**src/rtl/cache_pkg.sv**
```systemverilog
// rtl/cache_pkg.sv - shared encodings, FSM states and data helpers for cache_unit
// Purpose: access-size encodings, controller state enum, size-to-byte-count
//          and load extract/extend helpers used by cache_unit.
package cache_pkg;

  localparam logic [1:0] LIM_B = 2'b00;
  localparam logic [1:0] LIM_H = 2'b01;
  localparam logic [1:0] LIM_W = 2'b11;

  typedef enum logic [1:0] {
    ST_IDLE   = 2'd0,
    ST_LOOKUP = 2'd1,
    ST_FILL   = 2'd2,
    ST_WRITE  = 2'd3
  } state_t;

  // Bytes moved by one access; the unused 2'b10 encoding behaves as a word.
  function automatic logic [2:0] lim_bytes(input logic [1:0] lim);
    case (lim)
      LIM_B:   lim_bytes = 3'd1;
      LIM_H:   lim_bytes = 3'd2;
      default: lim_bytes = 3'd4;
    endcase
  endfunction

  // Pick the addressed byte/half out of a little-endian word and extend it.
  function automatic logic [31:0] extract_ext(input logic [31:0] word,
                                              input logic [1:0]  off,
                                              input logic [1:0]  lim,
                                              input logic        sgn);
    logic [7:0]  b;
    logic [15:0] h;
    b = word[{off, 3'b000} +: 8];
    h = off[1] ? word[31:16] : word[15:0];
    case (lim)
      LIM_B:   extract_ext = {{24{sgn & b[7]}}, b};
      LIM_H:   extract_ext = {{16{sgn & h[15]}}, h};
      default: extract_ext = word;
    endcase
  endfunction

endpackage

```
**src/rtl/cache_tag_store.sv**
```systemverilog
// rtl/cache_tag_store.sv - per-line valid/tag/data arrays with combinational hit
// Purpose: storage for the direct-mapped cache; valid bits clear asynchronously.
// Ports: clk, rst_n          - clock, async active-low reset (clears valid bits)
//        rd_idx, rd_tag      - lookup index/tag; hit, rd_data combinational result
//        wr_en, wr_idx, wr_tag, wr_be, wr_data - line write (sets valid, tag, enabled bytes)
module cache_tag_store #(
  parameter int LINES = 16,
  parameter int IDX_W = 4,
  parameter int TAG_W = 26
) (
  input  logic             clk,
  input  logic             rst_n,
  input  logic [IDX_W-1:0] rd_idx,
  input  logic [TAG_W-1:0] rd_tag,
  output logic             hit,
  output logic [31:0]      rd_data,
  input  logic             wr_en,
  input  logic [IDX_W-1:0] wr_idx,
  input  logic [TAG_W-1:0] wr_tag,
  input  logic [3:0]       wr_be,
  input  logic [31:0]      wr_data
);

  logic [LINES-1:0] valid_q, valid_d;
  logic [TAG_W-1:0] tag_q  [LINES];
  logic [31:0]      data_q [LINES];

  always_comb begin
    valid_d = valid_q;
    if (wr_en) valid_d[wr_idx] = 1'b1;
  end

  always_ff @(posedge clk or negedge rst_n) begin
    if (!rst_n) valid_q <= '0;
    else        valid_q <= valid_d;
  end

  // Tag/data need no reset: a line is only trusted once its valid bit is set.
  always_ff @(posedge clk) begin
    if (wr_en) begin
      tag_q[wr_idx] <= wr_tag;
      for (int i = 0; i < 4; i++) begin
        if (wr_be[i]) data_q[wr_idx][8*i +: 8] <= wr_data[8*i +: 8];
      end
    end
  end

  assign hit     = valid_q[rd_idx] && (tag_q[rd_idx] == rd_tag);
  assign rd_data = data_q[rd_idx];

endmodule

```
**src/rtl/cache_unit.sv**
```systemverilog
// rtl/cache_unit.sv - direct-mapped write-through cache with byte-wide memory port
// Purpose: serves byte/half/word loads and stores; misses and all stores become
//          single-byte memory transactions. Macro CACHE_LOOKUP_EN enables the
//          tag/data arrays; without it every load is a 4-byte fill.
// Ports: CLK, RST (async active-low)
//        CPU side: ADDR, DIN, WE, RREQ, LIM, SIGNED in; DOUT, RDY out
//        Memory side: MADDR, MDOUT, MRE, MWE out; MDIN, MRDY in
module cache_unit
  import cache_pkg::*;
#(
  parameter int LINES  = 16,
  parameter int ADDR_W = 32
) (
  input  logic              CLK,
  input  logic              RST,
  input  logic [ADDR_W-1:0] ADDR,
  input  logic [31:0]       DIN,
  input  logic              WE,
  input  logic              RREQ,
  input  logic [1:0]        LIM,
  input  logic              SIGNED,
  output logic [31:0]       DOUT,
  output logic              RDY,
  output logic [ADDR_W-1:0] MADDR,
  output logic [7:0]        MDOUT,
  input  logic [7:0]        MDIN,
  output logic              MRE,
  output logic              MWE,
  input  logic              MRDY
);

  localparam int IDX_W = $clog2(LINES);
  localparam int TAG_W = ADDR_W - 2 - IDX_W;

  state_t            state_q, state_d;
  logic [ADDR_W-1:0] addr_q, addr_d, maddr_q, maddr_d;
  logic [31:0]       din_q, din_d, dout_q, dout_d, fill_q, fill_d;
  logic [1:0]        lim_q, lim_d, cnt_q, cnt_d;
  logic              sgn_q, sgn_d, we_q, we_d, mre_q, mre_d, mwe_q, mwe_d;
  logic [7:0]        mdout_q, mdout_d;

  logic [1:0]  off, in_mask;
  logic [2:0]  in_bytes;
  logic        last_byte, lk_hit;
  logic [31:0] lk_data, fill_word;
  logic        c_we;
  logic [3:0]  c_be;
  logic [31:0] c_wdata;

  assign off       = addr_q[1:0];
  assign in_bytes  = lim_bytes(LIM);
  assign in_mask   = in_bytes[1:0] - 2'd1;
  assign last_byte = ({1'b0, cnt_q} == (lim_bytes(lim_q) - 3'd1));
  assign fill_word = {MDIN, fill_q[23:0]};

`ifdef CACHE_LOOKUP_EN
  cache_tag_store #(.LINES(LINES), .IDX_W(IDX_W), .TAG_W(TAG_W)) u_store (
    .clk     (CLK),
    .rst_n   (RST),
    .rd_idx  (addr_q[2 +: IDX_W]),
    .rd_tag  (addr_q[ADDR_W-1 -: TAG_W]),
    .hit     (lk_hit),
    .rd_data (lk_data),
    .wr_en   (c_we),
    .wr_idx  (addr_q[2 +: IDX_W]),
    .wr_tag  (addr_q[ADDR_W-1 -: TAG_W]),
    .wr_be   (c_be),
    .wr_data (c_wdata)
  );
`else
  logic unused_store;
  assign lk_hit       = 1'b0;
  assign lk_data      = '0;
  assign unused_store = ^{c_we, c_be, c_wdata};
`endif

  always_comb begin
    state_d = state_q;
    addr_d  = addr_q;
    din_d   = din_q;
    lim_d   = lim_q;
    sgn_d   = sgn_q;
    we_d    = we_q;
    cnt_d   = cnt_q;
    dout_d  = dout_q;
    fill_d  = fill_q;
    maddr_d = maddr_q;
    mdout_d = mdout_q;
    mre_d   = mre_q;
    mwe_d   = mwe_q;
    c_we    = 1'b0;
    c_be    = 4'h0;
    c_wdata = '0;
    case (state_q)
      ST_IDLE: begin
        if (WE || RREQ) begin
          addr_d  = {ADDR[ADDR_W-1:2], ADDR[1:0] & ~in_mask};
          din_d   = DIN;
          lim_d   = LIM;
          sgn_d   = SIGNED;
          we_d    = WE;
          state_d = ST_LOOKUP;
        end
      end
      ST_LOOKUP: begin
        cnt_d = 2'd0;
        if (we_q) begin
          // Write-through: merge into a hit line now, never allocate on miss.
          c_we    = lk_hit;
          c_wdata = din_q << {off, 3'b000};
          case (lim_q)
            LIM_B:   c_be = 4'b0001 << off;
            LIM_H:   c_be = 4'b0011 << off;
            default: c_be = 4'b1111;
          endcase
          mwe_d   = 1'b1;
          maddr_d = addr_q;
          mdout_d = din_q[7:0];
          state_d = ST_WRITE;
        end else if (lk_hit) begin
          dout_d  = extract_ext(lk_data, off, lim_q, sgn_q);
          state_d = ST_IDLE;
        end else begin
          mre_d   = 1'b1;
          maddr_d = {addr_q[ADDR_W-1:2], 2'b00};
          state_d = ST_FILL;
        end
      end
      ST_FILL: begin
        if (!mre_q) begin
          mre_d   = 1'b1;
          maddr_d = {addr_q[ADDR_W-1:2], cnt_q};
        end else if (MRDY) begin
          mre_d = 1'b0;
          fill_d[{cnt_q, 3'b000} +: 8] = MDIN;
          if (cnt_q == 2'd3) begin
            c_we    = 1'b1;
            c_be    = 4'hF;
            c_wdata = fill_word;
            dout_d  = extract_ext(fill_word, off, lim_q, sgn_q);
            state_d = ST_IDLE;
          end else begin
            cnt_d = cnt_q + 2'd1;
          end
        end
      end
      ST_WRITE: begin
        if (!mwe_q) begin
          mwe_d   = 1'b1;
          maddr_d = {addr_q[ADDR_W-1:2], off + cnt_q};
          mdout_d = din_q[{cnt_q, 3'b000} +: 8];
        end else if (MRDY) begin
          mwe_d = 1'b0;
          if (last_byte) state_d = ST_IDLE;
          else           cnt_d   = cnt_q + 2'd1;
        end
      end
      default: state_d = ST_IDLE;
    endcase
  end

  always_ff @(posedge CLK or negedge RST) begin
    if (!RST) begin
      state_q <= ST_IDLE;
      addr_q  <= '0;
      din_q   <= '0;
      lim_q   <= LIM_W;
      sgn_q   <= 1'b0;
      we_q    <= 1'b0;
      cnt_q   <= 2'd0;
      dout_q  <= '0;
      fill_q  <= '0;
      maddr_q <= '0;
      mdout_q <= '0;
      mre_q   <= 1'b0;
      mwe_q   <= 1'b0;
    end else begin
      state_q <= state_d;
      addr_q  <= addr_d;
      din_q   <= din_d;
      lim_q   <= lim_d;
      sgn_q   <= sgn_d;
      we_q    <= we_d;
      cnt_q   <= cnt_d;
      dout_q  <= dout_d;
      fill_q  <= fill_d;
      maddr_q <= maddr_d;
      mdout_q <= mdout_d;
      mre_q   <= mre_d;
      mwe_q   <= mwe_d;
    end
  end

  assign RDY   = (state_q == ST_IDLE);
  assign DOUT  = dout_q;
  assign MADDR = maddr_q;
  assign MDOUT = mdout_q;
  assign MRE   = mre_q;
  assign MWE   = mwe_q;

endmodule
```
**config.mk**
```make
export PLATFORM = sky130hd
export DESIGN_NAME = cache_unit
export DESIGN_NICKNAME = d
export VERILOG_FILES = /design/src/rtl/cache_pkg.sv /design/src/rtl/cache_tag_store.sv /design/src/rtl/cache_unit.sv
export SDC_FILE = /design/constraint.sdc
export NUM_CORES = 1
export LEC_CHECK = 0
export ABC_CLOCK_PERIOD_IN_PS = 2000
export CAP_MARGIN = 0
export CORE_AREA = 2 2 143 159
export DETAILED_ROUTE_END_ITERATION = 10
export DIE_AREA = 0 0 145 161
export GPL_TIMING_DRIVEN = 0
export PLACE_DENSITY = 0.62
export REMOVE_ABC_BUFFERS = 1
export SYNTH_ARGS = -nofsm -noshare
export SYNTH_HDL_FRONTEND = slang
export SYNTH_SLANG_ARGS = --single-unit
```
**constraint.sdc**
```tcl
create_clock -name CLK -period 2 [get_ports CLK]
set_clock_uncertainty 0.1 [all_clocks]
set_input_delay 0.2 -clock CLK [delete_from_list [all_inputs] [get_ports CLK]]
set_output_delay 0.2 -clock CLK [all_outputs]
set_load 0.005 [all_outputs]
```
==> results.yml <==
timing:
  max_freq_mhz: 522
  slew_violations: 0
  tns_ns: 0
  rsz0062_at_grt: "no"
  period_needed_ns: 1.92
  worst_pin_slew_ns: 0.565
  final_hold_viol_count: 0
  setup_viol: 0
  relSlewSlack: 0.623
  fin_crit_sh: 0.958
global_route:
  antenna_found_initial: 1
  grtUsageTotal: 0.164
  grt_pass1_wl_um: 30400
  grt_max_degree: 106
  grt_overflow: 0
  grt_pass1_vias: 5649
die:
  core_um2: 21800
  die_h_um: 161
  io_pins: 155
  num_rows: 57
  fp.dieW_um: 145
  start_util: 0.343
  die_area_um2: 23300
clocking:
  clk_pin_slew_ns: 0.06
  clockRootBuffer: "clkbuf_16"
  h-tree-depth: 4
  cts_tree: "yes"
  cts_buffers: 17
  max-clock-path-buffers: 2
  cts_sinks: 170
  clk_latency_ns: 0.42
synth:
  synth_edf_count: 0
  syn_area_um2: 7470
  synthTopCellsByArea: "dfrtp_1 56%, mux2_2 14%, nand2_1 4.7%"
  synth-seq-cells: 170
  async_reset_ff_frac: 1.00
  synth.distinct_cells: 49
  synth-main-ff-cell: "dfrtp_1"
  netlist_instances: 647
  synthTopCellsByCount: "168 x dfrtp_1, 95 x mux2_2, 94 x nand2_1"
  yosysTopAreaCellShare: 0.563
  yosysTopAreaCell: "dfrtp_1"
  ys_seq_area_frac: 0.570
  synth.avg_cell_area_um2: 11.5
  yosysMostFrequentCell: "dfrtp_1"
  ys_warn_count: 0
pwr:
  ir_worst_vdd_v: 0.000648
  power_density_nw_per_um2: 1610
  p_switching_mw: 5.35
  p_comb_frac: 0.411
  netSwitchingFraction: 0.324
  p_total_mw: 16.5
  clockPowerShare: 0.210
  p_leak_nw: 4.27
  seqPwrFrac: 0.379
  intPower_mw: 11.2
cells_and_area:
  area_growth_syn_to_layout_pct: 37.3
  nFillCells: 2033
  drive_above_1_share: 0.230
  antenna_cells: 0
  design_area_um2: 10300
  final_cell_count_no_fill: 1111
  nets: 891
place:
  dp_hpwl_um: 11700
  place.gp.congestion: 0.737
  placed_cell_area_um2: 9280
  port_buffers: 154
  dp.cells: 1059
route:
  wirelength_um: 19000
  ant_nets: 0
  route.detailed.drc: 0
  drtIter0Drc: 205
  vias_per_cell: 4.92
  drtPass1Iterations: 4
  vias: 5461
  wl_per_cell_um: 17.1
setup_path:
  crit_path_top_delay_cell: "or3_4"
  crit_type: "flip-flop to flip-flop"
  crit_buf_inv: 0
  path_max_fanout: 33
  required_ns: 2.23
  path_delay_family: "simple AND/OR/NAND/NOR gates"
  crit_path_max_incr_delay_ns: 0.49
  crit_chain: "and4b_4 -> nand2_8 -> or3_4 -> o22ai_1"
  arrival_ns: 2.15
  end_kind: "flip-flop"
  critPathLaunchType: "flip-flop"
min_path:
  worstHoldPathType: "primary input to async pin"
job:
  maxCapViolations: 0
status:
  status: "finished clean"
-- flip-flops by register name, indices dropped and copies added, names as in the netlist --
register / count
DOUT: 32
MADDR: 32
addr_q: 32
din_q: 32
fill_q: 24
MDOUT: 8
cnt_q: 2
lim_q: 2
state_q: 2
MRE: 1
MWE: 1
sgn_q: 1
we_q: 1
-- cell type report --
| cell class | count | area, um2 | area share |
|---|---|---|---|
| sequential | 170 | 4270 | 0.417 |
| multi-input combinational | 429 | 3110 | 0.303 |
| timing repair buffer | 178 | 1850 | 0.180 |
| clock buffer | 20 | 447 | 0.0436 |
| tap | 295 | 369 | 0.0360 |
| clock inverter | 10 | 168 | 0.0163 |
| inverter | 9 | 46.3 | 0.00451 |
-- layout by cell type (no fill, tap or decap), drive strengths merged, types with 7 or more instances in the layout --
cell / netlist / layout
nand2: 95 / 95
clkbuf: 16 / 20
clkdlybuf4s50: 0 / 153
and3: 7 / 7
nor2: 24 / 24
o22ai: 12 / 12
dfrtp: 168 / 168
mux2i: 12 / 12
mux2: 95 / 95
o21ai: 42 / 42
a21oi: 28 / 28
nand3: 41 / 41
buf: 25 / 24
inv: 8 / 8
-- routing by layer --
metal	GRT usage	wire length, um	vias up
li1	-	-	2600
met1	0.206	8320	2726
met2	0.271	9270	119
met3	0.0602	1180	14
met4	0.0428	184	2
met5	0	10	-
-- worst paths after layout --
| path | from | endpoint | slack, ns | cells after the start |
|---|---|---|---|---|
| hold reg to reg | MDOUT[1] | MDOUT[1] | 0.38 | 2 |
| setup / recovery | state_q[0] | DOUT[13] | 0.08 | 4 |
| min in group CLK | ADDR[0] | addr_q[0] | 0.26 | 3 |
| max in group asynchronous | RST | MADDR[14] | 0.69 | 3 |
| hold / removal | RST | DOUT[29] | 0.21 | 2 |
| setup reg to reg | state_q[0] | DOUT[13] | 0.08 | 4 |
-- power groups by stage --
stage	clock [mW]	combinational [mW]	sequential (mW)
floorplan	0	3.43	6.12
global placement	0	5.81	6.39
CTS	3.58	6.47	6.40
global route	3.71	7.44	6.47
finish	3.47	6.78	6.26
detailed placement	0	6.03	6.44
-- timing repair --
action                                 in CTS  in global routing
hold buffers                                1                  0
pin swaps                                   5                  1
gates cloned                                2                  0
endpoints found under the hold margin      63                  0
resized for setup                          32                  8
buffers inserted                           12                  7
setup endpoints to repair                 139                 72
-- stage by stage --
stage | util | setup WS, ns | hold WS (ns)
global route | 0.471 | 0.000566 | 0.247
finish | 0.471 | 0.0846 | 0.214
floorplan | - | -1.07 | -0.196
CTS | 0.466 | 0.00663 | 0.233
global placement | 0.422 | -6.76 | 0.364
detailed placement | 0.427 | -1.47 | 0.0902
-- cells by family after synthesis --
logic type	after synthesis	share of synthesized area
XOR/XNOR	2	0.00235
multiplexers	113	0.177
adder cells (fa/ha/maj)	6	0.0101
AND/OR/NAND/NOR	195	0.118
AO/OA/AOI/OAI	111	0.0898
buffers and inverters	50	0.0320
flip-flops	170	0.570
(Power assumes the default switching activity.)
